### src/rtl/dep_check_fwd_unit_pkg.sv
// Shared decode constants and tracker-entry layout for the dependency-check / forwarding unit
// and the ALU operand muxes that consume its selects.
package dep_check_fwd_unit_pkg;

  localparam logic [5:0] OP_RTYPE   = 6'b000000;
  localparam logic [5:0] OP_LOAD    = 6'b010100;
  localparam logic [5:0] OP_STORE   = 6'b010101;
  localparam logic [2:0] OP_IMM_PFX = 3'b001;

  localparam int SEL_REGFILE = 0;

  // Tracker entry layout: {dest[REG_AW-1:0], is_load, valid}
  localparam int ENT_VLD = 0;
  localparam int ENT_LD  = 1;
  localparam int ENT_DST = 2;

  typedef enum logic [2:0] {
    CLS_OTHER = 3'd0,
    CLS_RTYPE = 3'd1,
    CLS_IMM   = 3'd2,
    CLS_LOAD  = 3'd3,
    CLS_STORE = 3'd4
  } ins_class_e;

  function automatic ins_class_e classify(input logic [5:0] op);
    ins_class_e c;
    c = CLS_OTHER;
    if (op == OP_RTYPE)                c = CLS_RTYPE;
    else if (op == OP_LOAD)            c = CLS_LOAD;
    else if (op == OP_STORE)           c = CLS_STORE;
    else if (op[5:3] == OP_IMM_PFX)    c = CLS_IMM;
    return c;
  endfunction

endpackage

### src/rtl/dep_check_fwd_unit_if.sv
// Fetch-side handshake plus EX/DM control bundle of the dependency-check unit.
// The stall_cnt signal exists only when DEP_CHECK_STALL_CNT_EN is defined.
interface dep_check_fwd_unit_if #(
  parameter int INS_W     = 32,
  parameter int OP_W      = 6,
  parameter int REG_AW    = 5,
  parameter int IMM_W     = 16,
  parameter int FWD_DEPTH = 3
);
  localparam int SEL_W = $clog2(FWD_DEPTH + 1);

  logic              ins_valid;
  logic [INS_W-1:0]  ins;
  logic              ins_ready;
  logic [OP_W-1:0]   op_dec;
  logic [IMM_W-1:0]  imm;
  logic              imm_sel;
  logic [SEL_W-1:0]  mux_sel_A;
  logic [SEL_W-1:0]  mux_sel_B;
  logic              mem_en_ex;
  logic              mem_rw_ex;
  logic [REG_AW-1:0] RW_dm;
  logic              mem_mux_sel_dm;
`ifdef DEP_CHECK_STALL_CNT_EN
  logic [15:0]       stall_cnt;
`endif

  modport master (
    output ins_valid, ins,
    input  ins_ready, op_dec, imm, imm_sel, mux_sel_A, mux_sel_B,
           mem_en_ex, mem_rw_ex, RW_dm, mem_mux_sel_dm
`ifdef DEP_CHECK_STALL_CNT_EN
    , input stall_cnt
`endif
  );

  modport slave (
    input  ins_valid, ins,
    output ins_ready, op_dec, imm, imm_sel, mux_sel_A, mux_sel_B,
           mem_en_ex, mem_rw_ex, RW_dm, mem_mux_sel_dm
`ifdef DEP_CHECK_STALL_CNT_EN
    , output stall_cnt
`endif
  );

endinterface

### src/rtl/dep_check_fwd_unit_match.sv
// Per-operand priority encoder: youngest tracker entry writing the source register wins,
// plus a flag for a pending LOAD to that register sitting in EX (entry 1).
module dep_check_fwd_unit_match
  import dep_check_fwd_unit_pkg::*;
#(
  parameter int REG_AW    = 5,
  parameter int FWD_DEPTH = 3,
  parameter int SEL_W     = 2
) (
  input  logic [REG_AW-1:0]                 src_i,
  input  logic [FWD_DEPTH*(REG_AW+2)-1:0]   trk_i,
  output logic [SEL_W-1:0]                  sel_o,
  output logic                              ld_hit_o
);
  localparam int EW = REG_AW + 2;

  always_comb begin
    sel_o = SEL_W'(SEL_REGFILE);
    // Scan oldest to youngest so the smallest matching stage overwrites the rest
    for (int k = FWD_DEPTH; k >= 1; k--) begin
      if ((src_i != '0) && trk_i[(k-1)*EW + ENT_VLD] &&
          (trk_i[(k-1)*EW + ENT_DST +: REG_AW] == src_i))
        sel_o = SEL_W'(k);
    end
  end

  assign ld_hit_o = (src_i != '0) && trk_i[ENT_VLD] && trk_i[ENT_LD] &&
                    (trk_i[ENT_DST +: REG_AW] == src_i);

endmodule

### src/rtl/dep_check_fwd_unit.sv
// Decode + destination tracker driving ALU forwarding selects and the load-use stall.
// Optional DEP_CHECK_STALL_CNT_EN adds a saturating stall-cycle counter.
module dep_check_fwd_unit
  import dep_check_fwd_unit_pkg::*;
#(
  parameter int INS_W     = 32,
  parameter int OP_W      = 6,
  parameter int REG_AW    = 5,
  parameter int IMM_W     = 16,
  parameter int FWD_DEPTH = 3
) (
  input  logic               clk,
  input  logic               reset,
  dep_check_fwd_unit_if.slave bus
);
  localparam int SEL_W = $clog2(FWD_DEPTH + 1);
  localparam int EW    = REG_AW + 2;
  localparam int TW    = FWD_DEPTH * EW;

  logic [OP_W-1:0]   op_f;
  logic [REG_AW-1:0] rs_f, rt_f, rd_f;
  logic [IMM_W-1:0]  imm_f;
  ins_class_e        cls;

  assign op_f  = bus.ins[INS_W-1 -: OP_W];
  assign rs_f  = bus.ins[INS_W-OP_W-1 -: REG_AW];
  assign rt_f  = bus.ins[INS_W-OP_W-REG_AW-1 -: REG_AW];
  assign rd_f  = bus.ins[INS_W-OP_W-2*REG_AW-1 -: REG_AW];
  assign imm_f = bus.ins[IMM_W-1:0];
  assign cls   = classify(6'(op_f));

  logic              dec_imm_sel, dec_mem_en, dec_mem_rw, dec_wr, rt_used;
  logic [REG_AW-1:0] dec_dst;

  always_comb begin
    dec_imm_sel = 1'b0;
    dec_mem_en  = 1'b0;
    dec_mem_rw  = 1'b0;
    dec_wr      = 1'b0;
    dec_dst     = '0;
    case (cls)
      CLS_RTYPE: begin dec_wr = 1'b1; dec_dst = rd_f; end
      CLS_IMM:   begin dec_wr = 1'b1; dec_dst = rt_f; dec_imm_sel = 1'b1; end
      CLS_LOAD:  begin dec_wr = 1'b1; dec_dst = rt_f; dec_mem_en = 1'b1; end
      CLS_STORE: begin dec_mem_en = 1'b1; dec_mem_rw = 1'b1; dec_imm_sel = 1'b1; end
      default:   ;
    endcase
  end

  // STORE keeps rt as its store-data operand even though operand B is the immediate
  assign rt_used = !(dec_imm_sel && (cls != CLS_STORE));

  logic [TW-1:0]    trk_q, trk_d;
  logic [SEL_W-1:0] sel_a, sel_b;
  logic             ld_hit_a, ld_hit_b, stall, accept;

  dep_check_fwd_unit_match #(.REG_AW(REG_AW), .FWD_DEPTH(FWD_DEPTH), .SEL_W(SEL_W)) u_match_a (
    .src_i(rs_f), .trk_i(trk_q), .sel_o(sel_a), .ld_hit_o(ld_hit_a)
  );
  dep_check_fwd_unit_match #(.REG_AW(REG_AW), .FWD_DEPTH(FWD_DEPTH), .SEL_W(SEL_W)) u_match_b (
    .src_i(rt_f), .trk_i(trk_q), .sel_o(sel_b), .ld_hit_o(ld_hit_b)
  );

  assign stall         = bus.ins_valid && (ld_hit_a || (rt_used && ld_hit_b));
  assign accept        = bus.ins_valid && !stall;
  assign bus.ins_ready = !stall;

  logic [OP_W-1:0]   op_dec_q, op_dec_d;
  logic [IMM_W-1:0]  imm_q, imm_d;
  logic              imm_sel_q, imm_sel_d;
  logic [SEL_W-1:0]  sel_a_q, sel_a_d, sel_b_q, sel_b_d;
  logic              mem_en_q, mem_en_d, mem_rw_q, mem_rw_d;
  logic [REG_AW-1:0] rw_dm_q, rw_dm_d;
  logic              mem_mux_q, mem_mux_d;
  logic [EW-1:0]     ent1_d;

  always_comb begin
    op_dec_d  = '0;
    imm_d     = '0;
    imm_sel_d = 1'b0;
    sel_a_d   = '0;
    sel_b_d   = '0;
    mem_en_d  = 1'b0;
    mem_rw_d  = 1'b0;
    ent1_d    = '0;
    if (accept) begin
      op_dec_d  = op_f;
      imm_d     = imm_f;
      imm_sel_d = dec_imm_sel;
      sel_a_d   = sel_a;
      sel_b_d   = rt_used ? sel_b : '0;
      mem_en_d  = dec_mem_en;
      mem_rw_d  = dec_mem_rw;
      // r0 writes are never tracked, so r0 can neither forward nor stall
      ent1_d[ENT_VLD]            = dec_wr && (dec_dst != '0);
      ent1_d[ENT_LD]             = (cls == CLS_LOAD);
      ent1_d[ENT_DST +: REG_AW]  = dec_dst;
    end
  end

  generate
    if (FWD_DEPTH > 1) begin : g_shift
      assign trk_d = {trk_q[TW-EW-1:0], ent1_d};
    end else begin : g_single
      assign trk_d = ent1_d;
    end
  endgenerate

  // DM stage is fed from entry 1 directly so it exists for any FWD_DEPTH
  assign rw_dm_d   = trk_q[ENT_VLD] ? trk_q[ENT_DST +: REG_AW] : '0;
  assign mem_mux_d = trk_q[ENT_VLD] && trk_q[ENT_LD];

  always_ff @(posedge clk or negedge reset) begin
    if (!reset) begin
      op_dec_q  <= '0;
      imm_q     <= '0;
      imm_sel_q <= 1'b0;
      sel_a_q   <= '0;
      sel_b_q   <= '0;
      mem_en_q  <= 1'b0;
      mem_rw_q  <= 1'b0;
      rw_dm_q   <= '0;
      mem_mux_q <= 1'b0;
      trk_q     <= '0;
    end else begin
      op_dec_q  <= op_dec_d;
      imm_q     <= imm_d;
      imm_sel_q <= imm_sel_d;
      sel_a_q   <= sel_a_d;
      sel_b_q   <= sel_b_d;
      mem_en_q  <= mem_en_d;
      mem_rw_q  <= mem_rw_d;
      rw_dm_q   <= rw_dm_d;
      mem_mux_q <= mem_mux_d;
      trk_q     <= trk_d;
    end
  end

  assign bus.op_dec         = op_dec_q;
  assign bus.imm            = imm_q;
  assign bus.imm_sel        = imm_sel_q;
  assign bus.mux_sel_A      = sel_a_q;
  assign bus.mux_sel_B      = sel_b_q;
  assign bus.mem_en_ex      = mem_en_q;
  assign bus.mem_rw_ex      = mem_rw_q;
  assign bus.RW_dm          = rw_dm_q;
  assign bus.mem_mux_sel_dm = mem_mux_q;

`ifdef DEP_CHECK_STALL_CNT_EN
  logic [15:0] stall_cnt_q, stall_cnt_d;

  assign stall_cnt_d = (stall && (stall_cnt_q != 16'hFFFF)) ? stall_cnt_q + 16'd1 : stall_cnt_q;

  always_ff @(posedge clk or negedge reset) begin
    if (!reset) stall_cnt_q <= '0;
    else        stall_cnt_q <= stall_cnt_d;
  end

  assign bus.stall_cnt = stall_cnt_q;
`endif

endmodule

### src/flat_wrapper.sv
// flat-port wrapper written by rule: the top's interface ports become plain ports
module dep_check_fwd_unit_flat import dep_check_fwd_unit_pkg::*;
#(
  parameter int INS_W     = 32,
  parameter int OP_W      = 6,
  parameter int REG_AW    = 5,
  parameter int IMM_W     = 16,
  parameter int FWD_DEPTH = 3
)
  (clk, reset, bus_ins_valid, bus_ins, bus_ins_ready, bus_op_dec, bus_imm, bus_imm_sel, bus_mux_sel_A, bus_mux_sel_B, bus_mem_en_ex, bus_mem_rw_ex, bus_RW_dm, bus_mem_mux_sel_dm);
  dep_check_fwd_unit_if #(.INS_W(INS_W), .OP_W(OP_W), .REG_AW(REG_AW), .IMM_W(IMM_W), .FWD_DEPTH(FWD_DEPTH)) bus_i ();
  input  logic clk;
  input  logic reset;
  input wire logic [$bits(bus_i.ins_valid)-1:0] bus_ins_valid;
  input wire logic [$bits(bus_i.ins)-1:0] bus_ins;
  output wire logic [$bits(bus_i.ins_ready)-1:0] bus_ins_ready;
  output wire logic [$bits(bus_i.op_dec)-1:0] bus_op_dec;
  output wire logic [$bits(bus_i.imm)-1:0] bus_imm;
  output wire logic [$bits(bus_i.imm_sel)-1:0] bus_imm_sel;
  output wire logic [$bits(bus_i.mux_sel_A)-1:0] bus_mux_sel_A;
  output wire logic [$bits(bus_i.mux_sel_B)-1:0] bus_mux_sel_B;
  output wire logic [$bits(bus_i.mem_en_ex)-1:0] bus_mem_en_ex;
  output wire logic [$bits(bus_i.mem_rw_ex)-1:0] bus_mem_rw_ex;
  output wire logic [$bits(bus_i.RW_dm)-1:0] bus_RW_dm;
  output wire logic [$bits(bus_i.mem_mux_sel_dm)-1:0] bus_mem_mux_sel_dm;
  assign bus_i.ins_valid = bus_ins_valid;
  assign bus_i.ins = bus_ins;
  assign bus_ins_ready = bus_i.ins_ready;
  assign bus_op_dec = bus_i.op_dec;
  assign bus_imm = bus_i.imm;
  assign bus_imm_sel = bus_i.imm_sel;
  assign bus_mux_sel_A = bus_i.mux_sel_A;
  assign bus_mux_sel_B = bus_i.mux_sel_B;
  assign bus_mem_en_ex = bus_i.mem_en_ex;
  assign bus_mem_rw_ex = bus_i.mem_rw_ex;
  assign bus_RW_dm = bus_i.RW_dm;
  assign bus_mem_mux_sel_dm = bus_i.mem_mux_sel_dm;
  dep_check_fwd_unit #(.INS_W(INS_W), .OP_W(OP_W), .REG_AW(REG_AW), .IMM_W(IMM_W), .FWD_DEPTH(FWD_DEPTH)) u_core (.clk(clk), .reset(reset), .bus(bus_i));
endmodule
### config.mk
export PLATFORM = sky130hd
export DESIGN_NAME = dep_check_fwd_unit_flat
export DESIGN_NICKNAME = d
export VERILOG_FILES = /design/src/rtl/dep_check_fwd_unit_pkg.sv /design/src/rtl/dep_check_fwd_unit_if.sv /design/src/rtl/dep_check_fwd_unit_match.sv /design/src/rtl/dep_check_fwd_unit.sv /design/src/flat_wrapper.sv
export SDC_FILE = /design/constraint.sdc
export NUM_CORES = 1
export LEC_CHECK = 0
export BUFFER_PORTS_ARGS = -buffer_cell sky130_fd_sc_hd__buf_2
export CORE_MARGIN = 3
export CORE_UTILIZATION = 50
export DETAILED_ROUTE_END_ITERATION = 8
export GPL_ROUTABILITY_DRIVEN = 0
export PLACE_DENSITY_LB_ADDON = 0.08
export SLEW_MARGIN = 20
export SYNTH_ARGS = -nofsm -noshare
export SYNTH_HDL_FRONTEND = slang
export SYNTH_SLANG_ARGS = --single-unit
export TNS_END_PERCENT = 1
### constraint.sdc
create_clock -name clk -period 2 [get_ports clk]
set_input_delay 0.2 -clock clk [delete_from_list [all_inputs] [get_ports clk]]
set_output_delay 0.2 -clock clk [all_outputs]
set_load 0.01 [all_outputs]
==> impl_results.md, run 1 <==
- Final Hold Vio Count: 0
- Ys async rst share: 1.000
- Number of global-route vias before repair: 1678
- Average routed wire per standard cell: 14.53 um
- Layout cells sized above 1: 0.3985
- Die ar.: 5362 um^2
- Initial core utilization: 0.5415
- Drt first-iter violations: 36
- Storage cell area: 1355 um^2
- Worst path max stage delay: 440 ps
- Largest cells by area after synthesis: dfrtp_1, xnor2_1, and2_1
- Main flop type after synthesis: dfrtp_1
- CTS buffer count: 5
- Syn Nets: 212
- # fillers: 330
- Largest net degree at the start of global routing: 33
- Dpl cell area: 2729 um^2
- Setup TNS: -227.5 ps
- Die Ht: 73.23 um
- # diodes: 0
- Overall Global Routing Usage: 0.1881
- Nature of the critical path endpoint: output pin
- Sequential area share after synthesis: 0.5980
- Chip width: 73.23 um
- Drt drc: 0
- First-pass GRT wire length: 7659 um
- Pwr Total: 2.096 mW
- Pwr dens: 716.2 nW/um^2
- Max-cap violations: 0
- Initial antenna violation count: 0
- Core Rows: 23
- Crit path time final: 2227 ps
- Buffers on Ports: 70
- Worst Tran Pin Value: 611.7 ps
- TritonRoute pass-1 iters: 4
- Syn-to-layout area delta: 29.51%
- Final Cell Area: 2927 um^2
- H-tree depth: 2
- Largest area contributor in the netlist: dfrtp_1
- Vias per Instance: 5.190
- Share of the synthesized area in the top cell type: 0.5980
- FMAX: 448.9 MHz
- CTS root buffer: clkbuf_8
- Seq cells post-synth: 54
- Via count: 1640
- Failing checks: negative setup slack
- Max-slew violation count: 0
- Core ar.: 4173 um^2
- CP max FO: 3
- Critical Path AT: 2030 ps
- CP Cell Sequence: xnor2_2 -> nand4_1 -> nor4_4 -> buf_4 -> a22oi_2 -> or2_1 -> buf_2
- HPWL Detailed: 3450 um
- Post-synthesis cell count: 177
- Maximum vdd drop: 463.1 uV
- Finish-stage setup viols: 1
- Final period util: 1.114
- Synth cell types: 31
- Multi-input logic area: 907.1 um^2
- Synthesized area: 2260 um^2
- Skew final: 2.644 ps
- Worst setup path class: reg -> out
- Total Wirelength: 4591 um
- Later-pin clock latency in the skew report: 300 ps
- Unrepaired setup endpoints after global routing: yes
- CTS tree: yes
- Synth Area per Inst: 12.77 um^2
- Most common cell in the netlist: dfrtp_1
- Final Util: 0.7013
- Worst min path class: in -> reg
- Slew HR: 0.5885
- CP Launch Type: flip-flop
- Clk buf depth: 2
- Status: finished with violations
- Final #Nets: 301
- CP required: 1800 ps
- Worst path slowest cell: dfrtp_2
- Antenna Nets Post-Route: 0
- Synth warn: 0
- Io pins: 71
- Clk sinks: 54
- Synth top cells by count: dfrtp_1, and2_1, xnor2_1
- Leakage: 1.467 nW
- EDFF count, synth: 0
- Clk pin slew, worst setup/hold paths: 90 ps
- Final global-route overflow total: 0
- Worst setup margin: -227.5 ps
- Worst slack, placed: 43.89 ps
==> final timing paths <==
path / from / endpoint / slack, ps / depth (start not counted)
max in group asynchronous: reset / u_core.trk_q[5] / 1050 / 3
min reg2reg: u_core.trk_q[2] / u_core.trk_q[9] / 440 / 0
max: u_core.trk_q[5] / bus_ins_ready / -230 / 7
min: bus_ins[8] / u_core.bus.imm[8] / 100 / 2
min in group asynchronous: reset / u_core.bus.imm[5] / 390 / 2
max reg2reg: u_core.trk_q[5] / u_core.bus.mem_rw_ex / 120 / 7
==> state kept, by name (all words and copies together) (netlist names) <==
register                   cells
u_core.bus.mem_en_ex           1
u_core.trk_q                  19
u_core.bus.RW_dm               5
u_core.bus.mux_sel_A           2
u_core.bus.op_dec              6
u_core.bus.mux_sel_B           2
u_core.bus.mem_mux_sel_dm      1
u_core.bus.imm                16
u_core.bus.imm_sel             1
u_core.bus.mem_rw_ex           1
==> report_power, final <==
group / total, mW / internal (mW) / switching [mW]
clock network: 0.729 / 0.401 / 0.328
logic: 0.229 / 0.108 / 0.121
registers: 1.14 / 1.12 / 0.0149
total: 2.10 / 1.63 / 0.464
==> per-layer routing <==
metal	vias to the layer above	track usage	part of all wire
met3	5	0.04821	0.072
met1	789	0.2362	0.42
met2	68	0.3247	0.50
li1	778	-	-
met4	0	0.04303	0.0096
met5	-	0	0
==> critical path, delay by kind of cell (launching register included) <==
kind                   cells  cell delay [ps]
AND/OR/NAND/NOR            3              780
AO/OA/AOI/OAI              1               70
flip-flops                 1              440
XOR/XNOR                   1              120
buffers and inverters      2              320
==> cell usage in the layout (no fill, tap or decap), types with 2 or more instances in the layout <==
cell | netlist | layout
xor2_1 | 8 | 8
and2b_1 | 7 | 7
nand2_1 | 4 | 4
a21oi_1 | 4 | 4
nor2b_1 | 3 | 3
or4_1 | 4 | 4
buf_4 | 0 | 14
buf_2 | 1 | 70
nor3_1 | 4 | 3
dfrtp_2 | 0 | 3
nor3b_1 | 3 | 3
xnor2_1 | 22 | 19
o21ai_0 | 2 | 2
clkbuf_8 | 0 | 6
and2_1 | 29 | 29
a22oi_1 | 6 | 5
nand4_1 | 7 | 7
dfrtp_1 | 54 | 51
xnor2_2 | 0 | 3
nor4_1 | 2 | 2
==> logic make-up (layout without fill, tap and decap cells) <==
family / after synthesis / count (layout) / share of synthesized area
simple gates: 74 / 74 / 0.2187
flops: 54 / 54 / 0.5980
xor+xnor: 30 / 30 / 0.1163
compound gates: 14 / 14 / 0.04818
buf+inv: 5 / 94 / 0.01882
==> through the flow <==
stage / hold slack [ps] / std cells
after global placement: 201.2 / 304
final: 96.34 / 316
after global routing: 83.44 / 316
after CTS: 89.73 / 312
after floorplan: -95.59 / 177
after detailed placement: 207.4 / 304
==> timing repair <==
action / CTS / global route
hold buffers: 1 / 0
buffers inserted: 0 / 4
endpoints found under the hold margin: 22 / 0
gates resized for setup: 3 / 6
endpoints found under the setup margin: 1 / 1
pin swaps: 2 / 2
==> cell type report <==
class,instances,share of cell area
inverter,1,0.001283
sequential,54,0.4630
clock buffer,6,0.02822
clock inverter,1,0.01026
tap,50,0.02138
multi-input combinational,118,0.3100
timing repair buffer,86,0.1659
Note: power is estimated with default switching activity, not from simulation.
==> inputs of run 2 (changes only) <==
- CORE_ASPECT_RATIO: not set -> 1.75
- CTS_CLUSTER_DIAMETER: not set -> 50
- SETUP_SLACK_MARGIN: not set -> 0.2
==> impl_results.md, run 2 (synthesis results as in run 1) <==
- Status: finished with violations
- Failing checks: negative setup slack
- Total Wirelength: 4892 um
- CTS root buffer: clkbuf_8
- Later-pin clock latency in the skew report: 290 ps
- CP required: 1800 ps
- Layout Cells excl Fill: 322
- Critical Path AT: 1880 ps
- Buffers on Ports: 70
- Maximum vdd drop: 688.8 uV
- Pwr dens: 690.6 nW/um^2
- Dpl cell area: 2738 um^2
- Layout cells sized above 1: 0.5018
- Die ar.: 5394 um^2
- FMAX: 480.2 MHz
- CTS buffer count: 5
- Crit path time final: 2083 ps
- Max-cap violations: 0
- Skew final: 6.536 ps
- Unrepaired setup endpoints after global routing: yes
- Number of global-route vias before repair: 1722
- Most common cell after layout, fill and taps aside: buf_2
- Via count: 1652
- Clk sinks: 54
- Busiest grt layer: met2
- Drt first-iter violations: 13
- Core Rows: 31
- Final period util: 1.041
- Average routed wire per standard cell: 15.19 um
- Highest-count cells in the layout ignoring fill and taps: buf_2, dfrtp_1, and2_4, buf_4, xnor2_1
- Initial antenna violation count: 0
- Setup TNS: -82.57 ps
- Initial core utilization: 0.5296
- Largest net degree at the start of global routing: 30
- H-tree depth: 2
- Met1 Usage GRT: 0.2093
- Worst setup margin: -82.57 ps
- Inst Count DP: 306
- Syn-to-layout area delta: 35.77%
- Final Util: 0.7191
- Core ar.: 4267 um^2
- Clk pin slew, worst setup/hold paths: 90 ps
- CTS tree: yes
- Slew HR: 0.5949
- # diodes: 0
- Max-slew violation count: 0
- Final global-route overflow total: 0
- Worst min path class: in -> reg
- Io pins: 71
- Vias per Instance: 5.130
- Nature of the critical path endpoint: output pin
- Worst slack, placed: 67.36 ps
- M3 GR Usage: 0.04651
- HPWL Detailed: 3642 um
- Worst Tran Pin Value: 607.6 ps
- Final #Nets: 308
- Met2 GRT Util: 0.3436
- Final Hold Vio Count: 0
- CP Launch Type: flip-flop
- Finish-stage setup viols: 1
- CP max FO: 3
- TritonRoute pass-1 iters: 4
- Die Ht: 94.93 um
- Largest reg by FF count: u_core.trk_q
- Drt drc: 0
- Worst setup path class: reg -> out
- Max reg flops: 19
- Clk buf depth: 2
- Chip width: 56.82 um
- Final Cell Area: 3068 um^2
- Overall Global Routing Usage: 0.1869
- Leakage: 1.564 nW
- First-pass GRT wire length: 7776 um
- Antenna Nets Post-Route: 0
run 2: cell count changes in the layout (fill, tap and decap cells not counted), sizes merged:
cell  before  now
buf       85   92
run 2: repair_timing:
item	4_1_cts	5_1_grt
pin swaps	3	29
setup endpoints to repair	1	37
setup buffers	5	3
gates resized for setup	4	34
hold buffers	1	0
endpoints found under the hold margin	27	0
run 2: power breakdown:
part	leakage, nW	switching, mW	internal [mW]
combinational	0.780	0.129	0.131
clock	0.0573	0.321	0.401
sequential	0.727	0.0140	1.12
run 2: worst max-delay path: stages (launching register included):
cell and delay [ps]:
dfrtp_1 440, buf_6 150, xnor2_2 150, nand4_1 120, nor3_2 190, buf_4 150
a22oi_2 40, or2_1 200, buf_2 140
run 2: per-layer routing:
metal / vias to the layer above / share of wire
met4: 0 / 0.013
met3: 8 / 0.062
met5: - / 0
met2: 60 / 0.56
li1: 789 / -
met1: 795 / 0.37
run 2: worst paths after layout:
| path | from | to | slack [ps] | cells past startpoint |
|---|---|---|---|---|
| max | u_core.trk_q[2] | bus_ins_ready | -80 | 8 |
| min | bus_ins[3] | u_core.bus.imm[3] | 130 | 2 |
| max reg2reg | u_core.trk_q[2] | u_core.bus.mux_sel_B[1] | 100 | 9 |
| min reg2reg | u_core.trk_q[7] | u_core.trk_q[14] | 430 | 0 |
| max in group asynchronous | reset | u_core.bus.RW_dm[4] | 930 | 3 |
| min in group asynchronous | reset | u_core.bus.mux_sel_B[0] | 450 | 2 |
run 2: final cells by class:
type	count	area (um^2)
fillers	321	1199
flip-flops and latches	54	1351
clock buffers	6	82.58
repair buffers	93	540.5
well taps	49	61.31
clock inverters	1	30.03
inverters	1	3.754
multi-input cells	118	998.5
run 2: metrics by stage:
step | power (mW) | hold WS [ps]
after global placement | 1.378 | 237.0
after CTS | 2.113 | 99.77
final | 2.119 | 127.9
after detailed placement | 1.382 | 241.9
after global routing | 2.218 | 107.9
after floorplan | 1.258 | -95.59
==> inputs of run 3 (changes only) <==
- REMOVE_ABC_BUFFERS: not set -> 1
==> impl_results.md, run 3 (synthesis results as in run 1) <==
- Status: finished with violations
- Failing checks: negative setup slack
- Core Rows: 31
- Nature of the critical path endpoint: output pin
- Hold-fix buffers, CTS: 0
- Antenna Nets Post-Route: 0
- CTS root buffer: clkbuf_8
- Buffers on Ports: 70
- Drt drc: 0
- CTS tree: yes
- First-pass GRT wire length: 7983 um
- Worst setup path class: reg -> out
- Max reg flops: 19
- Core ar.: 4267 um^2
- Initial antenna violation count: 0
- Pwr dens: 687.1 nW/um^2
- Largest net degree at the start of global routing: 55
- Via count: 1614
- Finish-stage setup viols: 1
- Die Ht: 94.93 um
- Largest reg by FF count: u_core.trk_q
- Die ar.: 5394 um^2
- Number of global-route vias before repair: 1704
- Clk pin slew, worst setup/hold paths: 90 ps
- # diodes: 0
- Layout cells sized above 1: 0.5075
- Most common cell after layout, fill and taps aside: buf_2
- Worst setup margin: -12.64 ps
- Io pins: 71
- Final #Nets: 300
- Chip width: 56.82 um
- Initial core utilization: 0.5296
- Syn-to-layout area delta: 34.39%
- Skew final: 9.287 ps
- Clk buf depth: 2
- Later-pin clock latency in the skew report: 310 ps
- FF-to-FF setup slack: 190 ps
- Highest-count cells in the layout ignoring fill and taps: buf_2, dfrtp_1, and2_4, xnor2_1, buf_4
- Total Wirelength: 5063 um
- Overall Global Routing Usage: 0.1958
- H-tree depth: 2
- FMAX: 496.9 MHz
- Maximum vdd drop: 552.3 uV
- Dpl cell area: 2735 um^2
- Final period util: 1.006
- CP max FO: 3
- Worst min path class: in -> async
- Leakage: 1.522 nW
- Crit path time final: 2013 ps
- HPWL Detailed: 3596 um
- Average routed wire per standard cell: 16.07 um
- Unrepaired setup endpoints after global routing: yes
- CP required: 1800 ps
- Final Cell Area: 3037 um^2
- Final Hold Vio Count: 0
- # fillers: 344
- CP Launch Type: flip-flop
- Final global-route overflow total: 0
- Critical Path AT: 1810 ps
- Pwr Total: 2.087 mW
- Max-slew violation count: 0
- Max-cap violations: 0
- Slew HR: 0.5454
- TritonRoute pass-1 iters: 3
- Clk sinks: 54
- Drt first-iter violations: 40
- CTS buffer count: 5
- Vias per Instance: 5.124
- Worst Tran Pin Value: 681.9 ps
run 3: path summary, 6_finish.rpt:
kind | startpoint | endpoint | depth (start not counted)
hold reg to reg | u_core.trk_q[7] | u_core.trk_q[14] | 0
setup reg to reg | u_core.trk_q[2] | u_core.trk_q[0] | 7
min in group clk | bus_ins[9] | u_core.bus.imm[9] | 2
setup / recovery | u_core.trk_q[4] | bus_ins_ready | 6
hold / removal | reset | u_core.trk_q[18] | 2
max in group asynchronous | reset | u_core.trk_q[6] | 2
run 3: critical path: stages (launching register included):
cell     delay (ps)
dfrtp_2         450
xnor2_2         200
nand4_1         170
nor3_4          250
a22oi_1          90
or2_1           210
buf_2           140
run 3: per-layer routing:
layer  global-route usage  vias to the layer above  routed length [um]
met3              0.04651                       10                 292
met4              0.07350                        0                  97
li1                     -                      772                   -
met2               0.3465                       56                2855
met1               0.2274                      776                1817
met5                    0                        -                   0
run 3: final cells by class:
type                            count  area (um^2)  area share
Clock buffer                        8        110.1     0.03626
Timing Repair Buffer               85        491.7      0.1619
Sequential cell                    54         1354      0.4458
Tap cell                           49        61.31     0.02019
Multi-Input combinational cell    118         1016      0.3346
Inverter                            1        3.754    0.001236
run 3: repair_timing:
action / 4_1_cts / 5_1_grt
setup endpoints to repair: 33 / 37
setup buffers: 2 / 1
pin swaps: 27 / 24
gates resized for setup: 29 / 17
run 3: power by group:
| part | internal (mW) | leakage (nW) | switching (mW) | total [mW] |
|---|---|---|---|---|
| registers | 1.12 | 0.724 | 0.0149 | 1.14 |
| clock network | 0.350 | 0.0575 | 0.336 | 0.686 |
| logic | 0.131 | 0.741 | 0.132 | 0.263 |
| total | 1.60 | 1.52 | 0.483 | 2.09 |
run 3: metrics by stage:
stage	cells	setup TNS [ps]	worst slack (ps)	utilization	hold slack [ps]
finish	315	-12.64	-12.64	0.7117	8.780
global route	315	-122.6	-122.6	0.7117	63.83
CTS	314	-100.3	-100.3	0.6930	28.20
detailed placement	304	0	36.18	0.6411	363.1
global placement	304	0	83.97	0.6411	358.6
floorplan	173	0	48.76	-	-95.59
